File: config.mk
export PLATFORM = sky130hd
export DESIGN_NAME = shared_mem_arbiter
export DESIGN_NICKNAME = d
export VERILOG_FILES = /design/src/rtl/mem_arb_pkg.sv /design/src/rtl/shared_mem_arbiter_rd_owner_pipe.sv /design/src/rtl/shared_mem_arbiter.sv
export SDC_FILE = /design/constraint.sdc
export NUM_CORES = 1
export LEC_CHECK = 0
export CORE_ASPECT_RATIO = 0.75
export CORE_MARGIN = 5
export CORE_UTILIZATION = 35
export CTS_BUF_LIST = sky130_fd_sc_hd__clkbuf_16
export CTS_CLUSTER_SIZE = 10
export DETAILED_ROUTE_END_ITERATION = 7
export PLACE_DENSITY_LB_ADDON = 0.12
export REMOVE_ABC_BUFFERS = 1
export SLEW_MARGIN = 20
export SYNTH_ARGS = -nofsm -noshare
export SYNTH_HDL_FRONTEND = slang
export SYNTH_SLANG_ARGS = --single-unit
File: constraint.sdc
create_clock -name clk -period 3 [get_ports clk]
set_clock_uncertainty 0.1 [all_clocks]
set_input_delay 0.6 -clock clk [delete_from_list [all_inputs] [get_ports clk]]
set_output_delay 0.6 -clock clk [all_outputs]
set_load 0.02 [all_outputs]
File: src/rtl/mem_arb_pkg.sv
// Shared types and constants for the block-RAM port-B arbiter.
package mem_arb_pkg;

    typedef enum logic {OWN_CPU = 1'b0, OWN_LDR = 1'b1} owner_t;

    typedef enum logic {PRI_CPU = 1'b0, PRI_LDR = 1'b1} pri_t;

    typedef struct packed {
        logic        we;
        logic [3:0]  be;
        logic [31:0] addr;
        logic [31:0] wdata;
    } mem_req_t;

    localparam logic [19:0] MMIO_BASE_UPPER = 20'haaaaa;

    function automatic logic out_of_range(input logic [31:0] addr, input logic [19:0] limit);
        return addr[31:12] >= limit;
    endfunction

endpackage

File: src/rtl/shared_mem_arbiter_rd_owner_pipe.sv
// rd_owner_pipe: RD_LAT-deep valid+owner shift register tracking in-flight reads.
module rd_owner_pipe
    import mem_arb_pkg::*;
#(
    parameter int RD_LAT = 1
) (
    input  logic   clk,
    input  logic   Rst,
    input  logic   push,
    input  owner_t push_owner,
    output logic   vld,
    output owner_t owner
);

    logic [RD_LAT-1:0] vld_p;
    owner_t            owner_p [RD_LAT];

    // Only the valid bits are cleared; owner bits are meaningless while invalid.
    always_ff @(posedge clk) begin
        if (Rst) begin
            vld_p <= '0;
        end else begin
            vld_p[0] <= push;
            for (int i = 1; i < RD_LAT; i++) begin
                vld_p[i] <= vld_p[i-1];
            end
        end
    end

    always_ff @(posedge clk) begin
        owner_p[0] <= push_owner;
        for (int i = 1; i < RD_LAT; i++) begin
            owner_p[i] <= owner_p[i-1];
        end
    end

    assign vld   = vld_p[RD_LAT-1];
    assign owner = owner_p[RD_LAT-1];

endmodule

File: src/rtl/shared_mem_arbiter.sv
// Arbitrates BRAM port B between the CPU and the UART loader and routes read data back.
// ARB_ROUND_ROBIN_EN selects alternating priority instead of CPU-first with starvation guard.
module shared_mem_arbiter
    import mem_arb_pkg::*;
#(
    parameter int          ADDR_W    = 11,
    parameter int          RD_LAT    = 1,
    parameter int          MAX_WAIT  = 8,
    parameter logic [19:0] MEM_LIMIT = MMIO_BASE_UPPER
) (
    input  logic              clk,
    input  logic              Rst,
    input  logic              cpu_req,
    input  logic              cpu_we,
    input  logic [3:0]        cpu_be,
    input  logic [31:0]       cpu_addr,
    input  logic [31:0]       cpu_wdata,
    output logic              cpu_gnt,
    output logic              cpu_rvalid,
    output logic [31:0]       cpu_rdata,
    output logic              cpu_err,
    input  logic              ldr_req,
    input  logic              ldr_we,
    input  logic [3:0]        ldr_be,
    input  logic [31:0]       ldr_addr,
    input  logic [31:0]       ldr_wdata,
    output logic              ldr_gnt,
    output logic              ldr_rvalid,
    output logic [31:0]       ldr_rdata,
    output logic              ldr_err,
    output logic              mem_en,
    output logic [3:0]        mem_we,
    output logic [ADDR_W-1:0] mem_addr,
    output logic [31:0]       mem_din,
    input  logic [31:0]       mem_dout
);

    pri_t        pri;
    logic        conflict;
    logic        ldr_wins;
    logic        oor;
    logic        rd_push;
    logic        rd_vld;
    owner_t      rd_owner;
    mem_req_t    sel;
    logic [31:0] cpu_rdata_q;
    logic [31:0] ldr_rdata_q;
    logic [1:0]  unused_addr_lsb;

    assign conflict = cpu_req & ldr_req;
    assign ldr_wins = conflict & (pri == PRI_LDR);
    assign cpu_gnt  = ~Rst & cpu_req & ~ldr_wins;
    assign ldr_gnt  = ~Rst & ldr_req & (~cpu_req | ldr_wins);

    assign sel = ldr_gnt ? '{we: ldr_we, be: ldr_be, addr: ldr_addr, wdata: ldr_wdata}
                         : '{we: cpu_we, be: cpu_be, addr: cpu_addr, wdata: cpu_wdata};
    assign oor = out_of_range(sel.addr, MEM_LIMIT);
    assign unused_addr_lsb = sel.addr[1:0];

    assign cpu_err  = cpu_gnt & oor;
    assign ldr_err  = ldr_gnt & oor;
    assign mem_en   = (cpu_gnt | ldr_gnt) & ~oor;
    assign mem_we   = (mem_en & sel.we) ? sel.be : 4'b0000;
    assign mem_addr = mem_en ? sel.addr[ADDR_W+1:2] : '0;
    assign mem_din  = (mem_en & sel.we) ? sel.wdata : 32'd0;
    // A zero-byte-enable write is still a write: its read data is never returned.
    assign rd_push  = mem_en & ~sel.we;

`ifdef ARB_ROUND_ROBIN_EN
    localparam int unused_max_wait = MAX_WAIT;

    always_ff @(posedge clk) begin
        if (Rst) begin
            pri <= PRI_CPU;
        end else if (conflict) begin
            pri <= (pri == PRI_CPU) ? PRI_LDR : PRI_CPU;
        end
    end
`else
    localparam int WAIT_W = $clog2(MAX_WAIT + 1);
    logic [WAIT_W-1:0] wait_cnt;

    // Loader priority is taken exactly when its denied-cycle count saturates.
    always_ff @(posedge clk) begin
        if (Rst) begin
            pri      <= PRI_CPU;
            wait_cnt <= '0;
        end else if (!ldr_req || ldr_gnt) begin
            pri      <= PRI_CPU;
            wait_cnt <= '0;
        end else if (wait_cnt != WAIT_W'(MAX_WAIT)) begin
            wait_cnt <= wait_cnt + 1'b1;
            pri      <= (wait_cnt + 1'b1 == WAIT_W'(MAX_WAIT)) ? PRI_LDR : PRI_CPU;
        end
    end
`endif

    rd_owner_pipe #(
        .RD_LAT(RD_LAT)
    ) u_rd_owner_pipe (
        .clk       (clk),
        .Rst       (Rst),
        .push      (rd_push),
        .push_owner(ldr_gnt ? OWN_LDR : OWN_CPU),
        .vld       (rd_vld),
        .owner     (rd_owner)
    );

    assign cpu_rvalid = ~Rst & rd_vld & (rd_owner == OWN_CPU);
    assign ldr_rvalid = ~Rst & rd_vld & (rd_owner == OWN_LDR);

    always_ff @(posedge clk) begin
        if (Rst) begin
            cpu_rdata_q <= '0;
            ldr_rdata_q <= '0;
        end else begin
            if (cpu_rvalid) cpu_rdata_q <= mem_dout;
            if (ldr_rvalid) ldr_rdata_q <= mem_dout;
        end
    end

    assign cpu_rdata = Rst ? 32'd0 : (cpu_rvalid ? mem_dout : cpu_rdata_q);
    assign ldr_rdata = Rst ? 32'd0 : (ldr_rvalid ? mem_dout : ldr_rdata_q);

endmodule
== Word level (Yosys, flattened, before mapping) ==
Memories as Yosys holds them, arrays and structs flattened.
Cells that the tools add are included.
Word-level totals
  input bits: 174
  output and inout port bits: 118
  memories kept: 1
  memory bits (writable): 1
  register bits after elaboration: 70
  bits in latches: 0
  memory bits (read-only): 0
  word-level logic and storage cells: 45
Cells by class
  equal/unequal tests: 2
  add/sub/neg operators: 1
  bitwise logic cells: 22
  shift-type cells: 0
  reductions and logical operators: 3
  divide/modulo/power cells: 0
  $lt $le $gt $ge: 1
  muxes and demuxes: 10
  $mul: 0
Memory list
  u_rd_owner_pipe.owner_p: words 1, width 1, read ports 1, clocked after Yosys merged registers in 0, write ports 1, line shared_mem_arbiter_rd_owner_pipe.sv:16  | owner_t owner_p [RD_LAT];
Operators with widths (number)
  two-way mux 32 bit: 5
  two-way mux 69 bit: 1
  greater-or-equal comparator 20 bit, second input constant: 1
  bitwise AND 1 bit: 14
  two-way mux 11 bit: 1
  NOT 1 bit: 6
  adder 4 x 1 -> 4 bit, second input constant: 1
  == test 4 bit, second input constant: 1
  two-way mux 4 bit: 1
  != test 4 bit, second input constant: 1
  two-way mux 1 bit: 2
  bitwise OR 1 bit: 2
  OR reduction 2 bit: 1
  zero test 1 bit: 1
  logical OR 1 bit: 1

== Depth between registers and ports, before layout ==
  word-level depth: 10
  depth in mapped cells: 9
  gate-level depth less buffers: 6

== Modules after synthesis ==
From an unflattened synthesis, not the netlist that was laid out.
Unflattened totals
  cells, all modules: 528
  area, all modules: 4011.3 um2
Modules (own cells, without submodules)
  shared_mem_arbiter: area each 3957.5 um2, cells an instance 525, times used 1
  rd_owner_pipe: area each 53.8 um2, cells an instance 3, times used 1

== Least setup slack after synthesis ==
Ideal clock, no wire load.
  path kind: input to output
  start point: in Rst
  end point: out mem_addr[2]
  stages: 7
  arrival: 2.542 ns
  data required time: 2.300 ns
  setup slack: -0.242 ns
  path through: nand2b_1 > or2_1 > buf_4 > clkinv_2 > clkbuf_1 > nand2_1 > a2111oi_1
Between the ends
  longest elaborated chain between the ends: 8
  elaborated cells on any way between the ends: 11
  those cells by class: order compare (1); mux (2); bitwise (8)
Ends and longest elaborated chain
  start: declaration: line shared_mem_arbiter.sv:12  | input logic Rst,
  NOT 1 bit *: line shared_mem_arbiter.sv:53  | assign ldr_gnt = ~Rst & ldr_req & (~cpu_req | ldr_wins);
  bitwise AND 1 bit * (2 in a row): line shared_mem_arbiter.sv:53
  via ldr_gnt: line shared_mem_arbiter.sv:27  | output logic ldr_gnt,
  two-way mux 69 bit: line shared_mem_arbiter.sv:55  | assign sel = ldr_gnt ? '{we: ldr_we, be: ldr_be, addr: ldr_addr, wdata: ldr_wdata}
  greater-or-equal comparator 20 bit: line mem_arb_pkg.sv:18  | return addr[31:12] >= limit;
  NOT 1 bit: line shared_mem_arbiter.sv:62  | assign mem_en = (cpu_gnt | ldr_gnt) & ~oor;
  bitwise AND 1 bit: line shared_mem_arbiter.sv:62
  two-way mux 11 bit *: line shared_mem_arbiter.sv:64  | assign mem_addr = mem_en ? sel.addr[ADDR_W+1:2] : '0;
  end: declaration: line shared_mem_arbiter.sv:33  | output logic [ADDR_W-1:0] mem_addr,
The timed path passes the listed nets; every way through them passes the cells marked *.

== Final worst setup path ==
  start point: in ldr_addr[26]
  end point: out mem_we[0]
Between the ends
  longest elaborated chain between the ends: 6
Ends and longest elaborated chain
  start: declaration: line shared_mem_arbiter.sv:25  | input logic [31:0] ldr_addr,
  two-way mux 69 bit: line shared_mem_arbiter.sv:55
  greater-or-equal comparator 20 bit: line mem_arb_pkg.sv:18
  NOT 1 bit: line shared_mem_arbiter.sv:62
  bitwise AND 1 bit: line shared_mem_arbiter.sv:62
  bitwise AND 1 bit: line shared_mem_arbiter.sv:63  | assign mem_we = (mem_en & sel.we) ? sel.be : 4'b0000;
  two-way mux 4 bit: line shared_mem_arbiter.sv:63
  end: declaration: line shared_mem_arbiter.sv:32  | output logic [3:0] mem_we,
No other way between the ends.

==> run_results.csv <==
group,metric,value,unit
finish,postLayoutCoreUtil,78.9,%
power_and_ir_drop,powerDensity,304,mW/mm2
critical_path,cp.required,2.30,ns
detailed_routing,num_vias,5348,
detailed_routing,via_per_inst,5.24,
power_and_ir_drop,clock_power_share,33.8,%
placed_design,place_inst,963,
clock_network,cts_tree,"yes",
finish,area_growth,118,%
sta,layout_min_cycle_time,3.25,ns
clock_network,cts_max_level,3,
global_routing,overflow,0,
sta,fin_crit_sh,108,%
floorplan,die_h,103,um
yosys,ys_ff_latch,71,
min_path,hold_class,"reg2reg",
sta,worst_slew_pin_slew,0.364,ns
sta,slew_violations,0,
yosys,syn_area,0.00400,mm2
finish,final_cell_mix,"191 x nand2_1, 134 x clkdlybuf4s50_1, 90 x buf_4",
floorplan,chipWidth,133,um
run,max-cap-violations,0,
floorplan,dieArea,0.0137,mm2
yosys,ys.warnings.count,0,
sta,setup_slack,-0.251,ns
yosys,synth_top_area_cell,"dfxtp_1",
power_and_ir_drop,p_seq_share,36.7,%
clock_network,cts-root-buf,"clkbuf_16",
sta,max_freq,0.308,GHz
yosys,synth_cell_types,41,
clock_network,clock_path_buffers,2,
power_and_ir_drop,p_leak,4.02,nW
run_status,violations,"negative setup slack",
detailed_routing,wl,20.5,mm
global_routing,grt_pass1_vias,5697,
detailed_routing,drtAntennaViolNets,0,
critical_path,path_class,"in2out",
global_routing,grt_pass1_wl,29.9,mm
detailed_routing,drt_first_pass_iters,4,
critical_path,end_kind,"output port",
clock_network,numCtsBuffers,9,
placed_design,placed_area,0.00742,mm2
finish,fin_nets,1052,
sta,hold_violations,0,
finish,final_cell_count_no_fill,1021,
floorplan,coreArea,0.0111,mm2
sta,holdWs,0.371,ns
critical_path,crit_path_max_fanout,6,
placed_design,dp_hpwl,13.5,mm
clock_network,postCtsHoldBufs,0,
yosys,seq_area_frac_synth,35.6,%
clock_network,cts.clk_slew.worst_paths,0.05,ns
sta,setup_viol,50,
yosys,yosysTopAreaCellShare,35.6,%
finish,final_area,0.00873,mm2
placed_design,io_buffers,287,
detailed_routing,wire_per_inst,20.1,um
sta,rsz0062_at_grt,"true",
placed_design,gp_congestion,0.839,
power_and_ir_drop,comb_power_share,29.5,%
finish,fillCellCount,753,
critical_path,critPathLaunchType,"primary input",
run_status,status,"complete, but fails checks",
power_and_ir_drop,intPower,1.93,mW
power_and_ir_drop,power.net_switching,721,uW
global_routing,grt_max_degree,66,
clock_network,clock_latency,0.32,ns
detailed_routing,drt_iter0_drc,343,
yosys,synth.avg_cell_area,7.59,um2
sta,slew-limit-headroom,75.7,%
detailed_routing,drc,0,
global_routing,antenna_found_initial,1,
finish,final_layout_size_suffix_gt1_share,32.6,%
yosys,synth_area_leaders,"dfxtp_1 36%, nand2_1 18%, mux2_2 11%",
power_and_ir_drop,ir_drop,0.334,mV
floorplan,rows,33,
floorplan,start_util,36.1,%
floorplan,ioPinCount,292,
clock_network,cts.sinks,71,
global_routing,track_usage,27.8,%
finish,final_common_cell,"nand2_1",
critical_path,cp_data_arrival_time,2.55,ns
power_and_ir_drop,switching_share,27.2,%
yosys,syn_inst,527,
worst max-delay path, stage by stage:
cell and delay (ns):
clkdlybuf4s50_1 0.47, nor2_1 0.17, nand2_1 0.10, or3_4 0.37
a21oi_4 0.21, buf_12 0.15, buf_12 0.13, buf_12 0.14
nor4_4 0.05, buf_4 0.16
layer usage:
metal	part of all wire (%)	vias up	track usage, %
met1	37	2555	28.1
li1	-	2539	-
met3	6.4	58	9.32
met2	53	196	51.8
met4	4.2	0	14.6
met5	0	-	0
cells in the mapped netlist, drive strengths merged:
cell,count
a31oi,1
or2,3
a21oi,7
nand3b,1
a32oi,2
o31a,2
nor4bb,6
mux2,38
nor3,1
or3,4
dfxtp,71
buf,24
nor2,7
inv,5
clkbuf,21
nand2,193
nor4,37
nand3,34
o21ai,34
a21o,4
a2111oi,11
a41o,1
xnor2,1
nor2b,3
and3,2
a221oi,1
clkinv,1
nand2b,2
nor3b,2
mux2i,2
xor2,1
o2111a,1
ha,2
o211ai,2
timing repair:
| action | in CTS | in global routing |
|---|---|---|
| pin swaps | 45 | 32 |
| gates cloned | 10 | 1 |
| setup endpoints to repair | 117 | 65 |
| buffers inserted | 28 | 8 |
| resized for setup | 554 | 49 |
registers in the layout, summed over array words and instances, names as in the netlist:
name                     flops
cpu_rdata_q                 32
ldr_rdata_q                 32
wait_cnt                     4
pri                          1
u_rd_owner_pipe.owner_p      1
u_rd_owner_pipe.vld          1
logic make-up (layout without fill, tap and decap cells):
logic type | count (synthesis) | count (layout) | synth area share [%]
xor gates and xnor gates | 2 | 2 | 0.438
AOI/OAI and AO/OA | 66 | 66 | 11.6
buffers and inverters | 51 | 404 | 5.82
adders and majority gates | 2 | 2 | 0.626
muxes | 40 | 40 | 11.2
and+or+nand+nor | 295 | 295 | 34.8
other | 0 | 1 | 0
DFF | 71 | 71 | 35.6
per-stage QoR:
| step | TNS [ns] | total power, mW | worst slack, ns |
|---|---|---|---|
| after floorplan | -374.74 | 1.23 | -2.90 |
| after global placement | -69.58 | 1.66 | -1.01 |
| after detailed placement | -71.70 | 1.67 | -1.02 |
| after CTS | -4.39 | 2.64 | -0.179 |
| after global routing | -11.36 | 2.76 | -0.282 |
| final | -9.57 | 2.65 | -0.251 |
area by class of cell:
type                            count  area [um2]  area share (%)
Tap cell                          140         175            2.01
Timing Repair Buffer              383        3830            43.8
Multi-Input combinational cell    405        3030            34.7
Clock inverter                      6        23.8           0.272
Sequential cell                    71        1420            16.3
Clock buffer                        9         225            2.58
Antenna cell                        1        2.50          0.0287
Inverter                            6        27.5           0.315
worst paths after layout:
| path | startpoint | endpoint | slack [ns] | depth (start not counted) |
|---|---|---|---|---|
| max | ldr_addr[26] | mem_we[0] | -0.25 | 10 |
| min | ldr_rdata_q[16]$_DFF_P_ | ldr_rdata_q[16]$_DFF_P_ | 0.37 | 2 |
| max reg2reg | pri$_SDFFE_PP0P_ | u_rd_owner_pipe.vld$_SDFF_PP0_ | 0.93 | 10 |
| min reg2reg | ldr_rdata_q[16]$_DFF_P_ | ldr_rdata_q[16]$_DFF_P_ | 0.37 | 2 |
power by group through the flow:
stage,clock (mW),sequential (mW),combinational (mW)
detailed placement,0,0.994,0.675
floorplan,0,0.993,0.239
global route,0.961,0.976,0.824
CTS,0.913,0.975,0.752
global placement,0,0.993,0.666
finish,0.897,0.975,0.782
No activity file was read; power rests on OpenSTA's default activity.
